`config.mk`:
```
export PLATFORM = sky130hd
export DESIGN_NAME = uart_frame_parser
export DESIGN_NICKNAME = d
export VERILOG_FILES = /design/src/rtl/fpga_slave_pkg.sv /design/src/rtl/uart_byte_timer.sv /design/src/rtl/uart_frame_parser.sv
export SDC_FILE = /design/constraint.sdc
export NUM_CORES = 1
export LEC_CHECK = 0
export ABC_AREA = 1
export CAP_MARGIN = 0
export CORE_MARGIN = 1
export CORE_UTILIZATION = 40
export CTS_CLUSTER_DIAMETER = 100
export DETAILED_ROUTE_END_ITERATION = 8
export GPL_TIMING_DRIVEN = 0
export PLACE_DENSITY_LB_ADDON = 0.08
export SYNTH_ARGS = -nofsm -noshare
export SYNTH_HDL_FRONTEND = slang
export SYNTH_SLANG_ARGS = --single-unit
```
`constraint.sdc`:
```
create_clock -name sys_clk -period 2.2 [get_ports sys_clk]
set_input_delay 0.44 -clock sys_clk [delete_from_list [all_inputs] [get_ports sys_clk]]
set_output_delay 0.44 -clock sys_clk [all_outputs]
set_load 0.02 [all_outputs]
```
`src/rtl/fpga_slave_pkg.sv`:
```
// Shared definitions for the UART frame parser.
//   FRAME_LEN      : bytes per frame (16)
//   SYNC_FF/SYNC_00: the two sync byte values
//   parser_state_t : HUNT (indices 0-3) / PAYLOAD (indices 4-15)
//   byte_kind_t    : how a byte at a given index is checked
//   fixed_byte()   : expected value of every fixed byte, by index
//   byte_kind()    : classification of every index
package fpga_slave_pkg;

  localparam int unsigned FRAME_LEN = 16;

  localparam logic [7:0] SYNC_FF = 8'hFF;
  localparam logic [7:0] SYNC_00 = 8'h00;

  localparam logic [3:0] HUNT_LAST_IDX  = 4'd3;
  localparam logic [3:0] FRAME_LAST_IDX = 4'(FRAME_LEN - 1);

  typedef enum logic {
    HUNT    = 1'b0,
    PAYLOAD = 1'b1
  } parser_state_t;

  typedef enum logic [1:0] {
    KIND_FIXED    = 2'd0,  // must equal fixed_byte(idx)
    KIND_HI_NIBBLE = 2'd1, // channel bits [11:8], upper nibble must be 0
    KIND_LOW      = 2'd2   // channel bits [7:0], any value
  } byte_kind_t;

  // Frame: FF 00 00 FF hi1 lo1 FF 00 00 00 00 FF hi2 lo2 FF 00
  function automatic logic [7:0] fixed_byte(input logic [3:0] idx);
    logic [7:0] val;
    val = SYNC_00;
    case (idx)
      4'd0, 4'd3, 4'd6, 4'd11, 4'd14: val = SYNC_FF;
      default:                        val = SYNC_00;
    endcase
    return val;
  endfunction

  function automatic byte_kind_t byte_kind(input logic [3:0] idx);
    byte_kind_t kind;
    kind = KIND_FIXED;
    case (idx)
      4'd4, 4'd12: kind = KIND_HI_NIBBLE;
      4'd5, 4'd13: kind = KIND_LOW;
      default:     kind = KIND_FIXED;
    endcase
    return kind;
  endfunction

endpackage

```
`src/rtl/uart_byte_timer.sv`:
```
// Inter-byte gap timer for the frame parser.
//   clk, rst : clock and synchronous active-high reset
//   clear    : restart the gap count (a byte was accepted)
//   enable   : a frame is in progress, count idle cycles
//   expired  : more than LIMIT idle cycles have elapsed
// Only instantiated when FRAME_PARSER_TIMEOUT_EN is defined.
module uart_byte_timer #(
  parameter int unsigned LIMIT = 20000
) (
  input  logic clk,
  input  logic rst,
  input  logic clear,
  input  logic enable,
  output logic expired
);

  localparam int unsigned CW = $clog2(LIMIT + 2);

  logic [CW-1:0] count;

  // Saturates at LIMIT+1 so expired stays asserted until cleared.
  always_ff @(posedge clk) begin
    if (rst || clear || !enable) begin
      count <= '0;
    end else if (count <= CW'(LIMIT)) begin
      count <= count + 1'b1;
    end
  end

  assign expired = enable && !clear && (count > CW'(LIMIT));

endmodule

```
`src/rtl/uart_frame_parser.sv`:
```
// Parses 16-byte sensor frames from a UART byte stream.
//   sys_clk, sys_rst   : clock, synchronous active-high reset
//   rx_data            : received byte
//   rx_data_valid      : rx_data is valid
//   rx_data_ready      : parser accepts a byte (high whenever out of reset)
//   ch1_data, ch2_data : last good 12-bit channel samples
//   frame_valid        : one-cycle pulse after a good frame completes
//   frame_err          : one-cycle pulse after an in-progress frame aborts
//   err_cnt            : saturating count of aborted frames
// Optional: define FRAME_PARSER_TIMEOUT_EN to abort frames whose
// inter-byte gap exceeds CLK_FRE*TIMEOUT_US cycles.
module uart_frame_parser
  import fpga_slave_pkg::*;
#(
  parameter int unsigned CLK_FRE    = 100,
  parameter int unsigned TIMEOUT_US = 200
) (
  input  logic        sys_clk,
  input  logic        sys_rst,
  input  logic [7:0]  rx_data,
  input  logic        rx_data_valid,
  output logic        rx_data_ready,
  output logic [11:0] ch1_data,
  output logic [11:0] ch2_data,
  output logic        frame_valid,
  output logic        frame_err,
  output logic [15:0] err_cnt
);

  parser_state_t state, state_next;
  logic [3:0]    idx, idx_next;
  logic [11:0]   ch1_stage, ch1_stage_next;
  logic [11:0]   ch2_stage, ch2_stage_next;
  logic          accept;
  logic          byte_ok;
  logic          complete;
  logic          abort;

  assign rx_data_ready = ~sys_rst;
  assign accept        = rx_data_valid & rx_data_ready;

`ifdef FRAME_PARSER_TIMEOUT_EN
  logic timer_expired;
  logic timer_enable;

  assign timer_enable = (state == PAYLOAD) || (idx != '0);

  uart_byte_timer #(
    .LIMIT(CLK_FRE * TIMEOUT_US)
  ) u_timer (
    .clk    (sys_clk),
    .rst    (sys_rst),
    .clear  (accept),
    .enable (timer_enable),
    .expired(timer_expired)
  );
`endif

  always_ff @(posedge sys_clk) begin
    if (sys_rst) begin
      state       <= HUNT;
      idx         <= '0;
      ch1_stage   <= '0;
      ch2_stage   <= '0;
      ch1_data    <= '0;
      ch2_data    <= '0;
      frame_valid <= 1'b0;
      frame_err   <= 1'b0;
      err_cnt     <= '0;
    end else begin
      state       <= state_next;
      idx         <= idx_next;
      ch1_stage   <= ch1_stage_next;
      ch2_stage   <= ch2_stage_next;
      frame_valid <= complete;
      frame_err   <= abort;
      if (complete) begin
        ch1_data <= ch1_stage;
        ch2_data <= ch2_stage;
      end
      if (abort && (err_cnt != '1)) begin
        err_cnt <= err_cnt + 16'd1;
      end
    end
  end

  always_comb begin
    state_next     = state;
    idx_next       = idx;
    ch1_stage_next = ch1_stage;
    ch2_stage_next = ch2_stage;
    byte_ok        = 1'b0;
    complete       = 1'b0;
    abort          = 1'b0;

    if (accept) begin
      if (state == HUNT) begin
        if (rx_data == fixed_byte(idx)) begin
          idx_next = idx + 4'd1;
          if (idx == HUNT_LAST_IDX) begin
            state_next = PAYLOAD;
          end
        end else begin
          // A stray FF may itself be the start of the next sync pattern.
          idx_next = (rx_data == SYNC_FF) ? 4'd1 : 4'd0;
        end
      end else begin
        unique case (byte_kind(idx))
          KIND_HI_NIBBLE: byte_ok = (rx_data[7:4] == 4'h0);
          KIND_LOW:       byte_ok = 1'b1;
          default:        byte_ok = (rx_data == fixed_byte(idx));
        endcase

        case (idx)
          4'd4:    ch1_stage_next[11:8] = rx_data[3:0];
          4'd5:    ch1_stage_next[7:0]  = rx_data;
          4'd12:   ch2_stage_next[11:8] = rx_data[3:0];
          4'd13:   ch2_stage_next[7:0]  = rx_data;
          default: ;
        endcase

        if (!byte_ok) begin
          // The offending byte is re-evaluated as frame index 0.
          abort      = 1'b1;
          state_next = HUNT;
          idx_next   = (rx_data == SYNC_FF) ? 4'd1 : 4'd0;
        end else if (idx == FRAME_LAST_IDX) begin
          complete   = 1'b1;
          state_next = HUNT;
          idx_next   = '0;
        end else begin
          idx_next = idx + 4'd1;
        end
      end
    end
`ifdef FRAME_PARSER_TIMEOUT_EN
    else if (timer_expired) begin
      // A stalled sync match is dropped silently; only a stalled payload counts.
      abort      = (state == PAYLOAD);
      state_next = HUNT;
      idx_next   = '0;
    end
`endif
  end

endmodule

```
==> flow_metrics.env, run 1 <==
export IMPL_cts_sinks=71
export IMPL_vdd_ir_drop_max_mv=0.291
export IMPL_start_kind="flop"
export IMPL_synth_top_area_frac=0.443
export IMPL_design_final_nets=506
export IMPL_cts_path_max_buffers=2
export IMPL_syn_area_um2=3210
export IMPL_grt_first_pass_wirelength_um=12200
export IMPL_p_leak_nw=1.57
export IMPL_maxCapViolCount=0
export IMPL_avgViaCountPerCell=4.81
export IMPL_drc_errors=0
export IMPL_drt_total_wl_um=7310
export IMPL_fin_crit_sh=0.934
export IMPL_worstPathArrival_ps=2270
export IMPL_first_global_vias=2640
export IMPL_cp_data_required_time_ps=2420
export IMPL_numCtsBuffers=9
export IMPL_worstHoldPathCells=2
export IMPL_htree_num_levels=3
export IMPL_synth_edf_count=0
export IMPL_busiest_layer="met2"
export IMPL_num_rows=32
export IMPL_die_w_um=91.6
export IMPL_clk_pin_slew_ps=80
export IMPL_gr_total_overflow=0
export IMPL_port_buffers=53
export IMPL_yosys_area_top_type="dfxtp_1"
export IMPL_vias=2861
export IMPL_layout_area_overhead_vs_synth_pct=27.2
export IMPL_met3_usage=0.0419
export IMPL_critical_path_class="flop to flop"
export IMPL_hold_buffers=0
export IMPL_ys_ff_latch=71
export IMPL_outcome="finished, final reports clean"
export IMPL_fin_util=0.528
export IMPL_diodes=0
export IMPL_hold_viol_final=0
export IMPL_io_pins=54
export IMPL_fp_dieH_um=91.6
export IMPL_grt_use_met1=0.228
export IMPL_fmax_ghz=0.487
export IMPL_hold_class="flop to flop"
export IMPL_cts_root_buf="clkbuf_8"
export IMPL_final_layout_size_suffix_gt1_frac=0.114
export IMPL_dp_hpwl_um=5430
export IMPL_period_needed_ps=2050
export IMPL_syn_inst=422
export IMPL_synth_nets=440
export IMPL_wl_per_cell_um=12.3
export IMPL_worst_slew_margin_rel=0.651
export IMPL_cts_tree="built"
export IMPL_worst_skew_pair_late_latency_ps=350
export IMPL_dr_first_iter_drc_count=95
export IMPL_skew_ps=7.88
export IMPL_dp_cells=577
export IMPL_antenna_found_initial=0
export IMPL_syn_area_per_cell_um2=7.61
export IMPL_ys_top_cells_by_area="dfxtp_1 44%, nor2_1 8.5%, o21ai_0 7.5%"
export IMPL_gp_routability_congestion=0.828
export IMPL_rsz0062_at_grt="no"
export IMPL_grt_total_usage=0.185
export IMPL_layout_cells_non_filler=595
export IMPL_ys_seq_area_frac=0.443
export IMPL_cp_max_fo=10
export IMPL_drtPass1Iterations=4
export IMPL_p_per_area_nw_per_um2=566
export IMPL_dieArea_um2=8390
export IMPL_ys_warn_count=0
export IMPL_synthArstFlopShare=0
export IMPL_coreArea_um2=7730
export IMPL_ys_types=31
export IMPL_final_setup_viol_count=0
export IMPL_cp_end_kind="flop"
export IMPL_grt_start_max_net_pins=15
export IMPL_fill_cells=782
export IMPL_start_util=0.415
export IMPL_synth_ff_type="dfxtp_1"
export IMPL_grt_util_met2=0.310
export IMPL_ant_nets=0
export IMPL_reg2reg_depth=14
export IMPL_worstMarginPinSlew_ps=523
export IMPL_drv_slew=0
export IMPL_setup_tns_ps=0
## stage by stage
stage	cell area [µm²]	setup slack [ps]	hold slack (ps)	total power, mW
after floorplan	3210	211	450	1.36
after global placement	3870	-396	464	1.40
after detailed placement	3870	-374	470	1.40
after CTS	4040	4.59	489	2.34
after global routing	4080	4.01	509	2.40
final	4080	146	481	2.31
## final timing paths
| check | startpoint | endpoint | slack (ps) |
|---|---|---|---|
| worst max register to register | idx[0] | err_cnt[11] | 150 |
| worst min register to register | ch2_data[5] | ch2_data[5] | 480 |
| worst min-delay path | ch2_data[5] | ch2_data[5] | 480 |
| worst max-delay path | idx[0] | err_cnt[11] | 150 |
## power by group
group          internal (mW)  switching, mW  total (mW)  leakage (nW)
logic                 0.0310         0.0537      0.0847         0.916
registers               1.28       0.000120        1.28         0.573
clock network          0.438          0.506       0.944        0.0853
## per-layer routing
layer | wire, µm | vias up
met5 | 0 | -
met4 | 113 | 0
met3 | 308 | 11
met2 | 3460 | 60
met1 | 3430 | 1285
li1 | - | 1505
## state kept, by name, summed over array words and instances (netlist names), 4 cells and up
signal and count:
ch1_stage 12, ch1_data 12, ch2_data 12, idx 4, ch2_stage 12, err_cnt 16
## timing repair
action	CTS	global route
setup buffers	0	3
pin swaps	0	2
gates resized for setup	3	20
endpoints found under the setup margin	31	33
## synth_stat cells, types with 2 or more instances
cell      count
inv_1        28
nand4_1       3
nor2_1       73
nor2_4        2
ha_1          7
nand2_1      56
o21ai_0      48
nand2_4       2
dfxtp_1      71
clkbuf_2      2
buf_6         5
xor2_1       10
nand2_2       7
nand3_2       2
nor3_2        2
nand3_1      31
inv_2         4
clkbuf_1      7
buf_2         3
o21ai_1       3
xnor2_1       6
a21oi_1      41
## cell type report
type | instances | area, µm² | area share
flip-flops and latches | 71 | 1430 | 0.349
plain buffers | 16 | 109 | 0.0267
inverters | 33 | 126 | 0.0310
clock buffers | 11 | 141 | 0.0346
multi-input cells | 301 | 1570 | 0.384
repair buffers | 56 | 552 | 0.135
well taps | 102 | 128 | 0.0313
clock inverters | 5 | 33.8 | 0.00827
## cell families (layout without fill, tap and decap cells)
kind of cell | count (synthesis) | in the layout | synth area share
flip-flops | 71 | 71 | 0.443
buffers and inverters | 50 | 121 | 0.0729
AND/OR/NAND/NOR | 185 | 185 | 0.268
XOR/XNOR | 16 | 16 | 0.0436
adder cells (fa/ha/maj) | 7 | 7 | 0.0273
AO/OA/AOI/OAI | 93 | 93 | 0.146
## worst max-delay path, cell delays in order, from the launching register on
cell      delay (ps)
dfxtp_4          370
inv_1             70
ha_2             210
nand2_1           90
inv_1             50
ha_1             180
inv_1             50
nor2_1            50
o21bai_2         210
nand2_4          120
nor2_8           170
nand2_4           90
buf_6            150
nand2_1           50
a21oi_1           60
## cells in the final DEF, fill, tap and decap left out, types with 2 or more instances in the layout
master,count
a21oi_1,41
buf_2,3
buf_4,5
buf_6,5
clkbuf_1,7
clkbuf_8,10
clkdlybuf4s50_1,52
clkinv_2,2
clkinvlp_4,2
dfxtp_1,69
ha_1,6
inv_1,27
inv_2,5
nand2_1,56
nand2_2,6
nand2_4,3
nand3_1,31
nand3_2,2
nand4_1,3
nor2_1,73
nor2_4,2
nor3_2,2
o21ai_0,39
o21ai_1,12
xnor2_1,6
xor2_1,10
(Power assumes the default switching activity.)
==> run 2: changes to the inputs <==
SKIP_LAST_GASP = 1   (was default)
==> flow_metrics.env, run 2 (synthesis results as in run 1) <==
export IMPL_cts_tree="built"
export IMPL_layout_area_overhead_vs_synth_pct=27.3
export IMPL_grt_first_pass_wirelength_um=12200
export IMPL_worstHoldPathCells=2
export IMPL_cts_root_buf="clkbuf_8"
export IMPL_fp_dieH_um=91.6
export IMPL_hold_buffers=0
export IMPL_drv_slew=0
export IMPL_dr_first_iter_drc_count=95
export IMPL_fmax_ghz=0.487
export IMPL_holdWs_ps=481
export IMPL_die_w_um=91.6
export IMPL_worst_slew_margin_rel=0.656
export IMPL_design_final_nets=506
export IMPL_final_setup_viol_count=0
export IMPL_dp_hpwl_um=5430
export IMPL_hold_class="flop to flop"
export IMPL_worstMarginPinSlew_ps=516
export IMPL_avgViaCountPerCell=4.83
export IMPL_io_pins=54
export IMPL_worst_skew_pair_late_latency_ps=350
export IMPL_final_layout_size_suffix_gt1_frac=0.114
export IMPL_vdd_ir_drop_max_mv=0.291
export IMPL_maxCapViolCount=0
export IMPL_numCtsBuffers=9
export IMPL_skew_ps=8.20
export IMPL_p_leak_nw=1.58
export IMPL_grt_start_max_net_pins=15
export IMPL_final_common_cell="nor2_1"
export IMPL_first_global_vias=2640
export IMPL_cts_path_max_buffers=2
export IMPL_gp_routability_congestion=0.828
export IMPL_critical_path_class="flop to flop"
export IMPL_start_util=0.415
export IMPL_wl_per_cell_um=12.3
export IMPL_diodes=0
export IMPL_dieArea_um2=8390
export IMPL_start_kind="flop"
export IMPL_fin_crit_sh=0.934
export IMPL_largest_register_ffs=16
export IMPL_num_rows=32
export IMPL_gr_total_overflow=0
export IMPL_hold_viol_final=0
export IMPL_outcome="finished, final reports clean"
export IMPL_antenna_found_initial=0
export IMPL_reg2reg_depth=11
export IMPL_htree_num_levels=3
export IMPL_port_buffers=53
export IMPL_cp_end_kind="flop"
export IMPL_period_needed_ps=2060
export IMPL_drtPass1Iterations=6
export IMPL_drt_total_wl_um=7300
export IMPL_vias=2872
export IMPL_clk_pin_slew_ps=80
export IMPL_p_per_area_nw_per_um2=565
export IMPL_grt_total_usage=0.185
export IMPL_largest_register="err_cnt"
export IMPL_coreArea_um2=7730
export IMPL_cp_data_required_time_ps=2440
export IMPL_cp_max_fo=10
export IMPL_ant_nets=0
export IMPL_power_mw=2.31
export IMPL_worstPathArrival_ps=2300
export IMPL_cts_sinks=71
export IMPL_drc_errors=0
export IMPL_layout_common_cells="73 x nor2_1, 69 x dfxtp_1, 56 x nand2_1"
## run 2: per-stage QoR
| step | setup TNS (ps) | util | std cells | setup slack, ps | cell area [µm²] |
|---|---|---|---|---|---|
| floorplan | 0 | - | 422 | 211 | 3210 |
| global placement | -3910 | 0.501 | 577 | -396 | 3870 |
| detailed placement | -4620 | 0.501 | 577 | -374 | 3870 |
| CTS | -61.7 | 0.523 | 592 | -61.7 | 4040 |
| global route | -2.43 | 0.529 | 595 | -2.20 | 4090 |
| finish | 0 | 0.529 | 595 | 145 | 4090 |
## run 2: power breakdown
group          leakage, nW  internal (mW)  switching [mW]
Combinational        0.925         0.0317          0.0537
Sequential           0.573           1.28        0.000119
Clock               0.0853          0.438           0.505
Total                 1.58           1.75           0.558
## run 2: repair_timing
item	4_1_cts	5_1_grt
cloned	0	0
resized for setup	2	21
setup endpoints to repair	31	34
setup buffers	0	3
pin swaps	0	2
## run 2: layout make-up
type                    instances  area, µm²
plain buffers                  16        109
inverters                      33        126
clock buffers                  11        141
well taps                     102        128
clock inverters                 5       33.8
flip-flops and latches         71       1430
fillers                       782       3640
multi-input cells             301       1570
repair buffers                 56        556
## run 2: final timing paths
path | end | slack, ps | from
max | ch1_data[6] | 140 | idx[1]
min | ch2_data[5] | 480 | ch2_data[5]
min reg2reg | ch2_data[5] | 480 | ch2_data[5]
max reg2reg | ch1_data[6] | 140 | idx[1]
## run 2: worst max-delay path, stage by stage, from the launching register on
cell,delay (ps)
dfxtp_2,370
inv_1,70
ha_1,210
nand2_1,100
inv_1,40
ha_1,300
o21bai_2,230
nand2_4,130
nand2_4,100
clkbuf_4,190
o21ai_0,160
nor2_1,50
## run 2: routing by layer
| layer | global-route usage | part of all wire | wire [µm] |
|---|---|---|---|
| met5 | 0 | 0 | 0 |
| met4 | 0.0794 | 0.015 | 113 |
| met3 | 0.0419 | 0.038 | 277 |
| met2 | 0.310 | 0.47 | 3460 |
| met1 | 0.228 | 0.47 | 3450 |
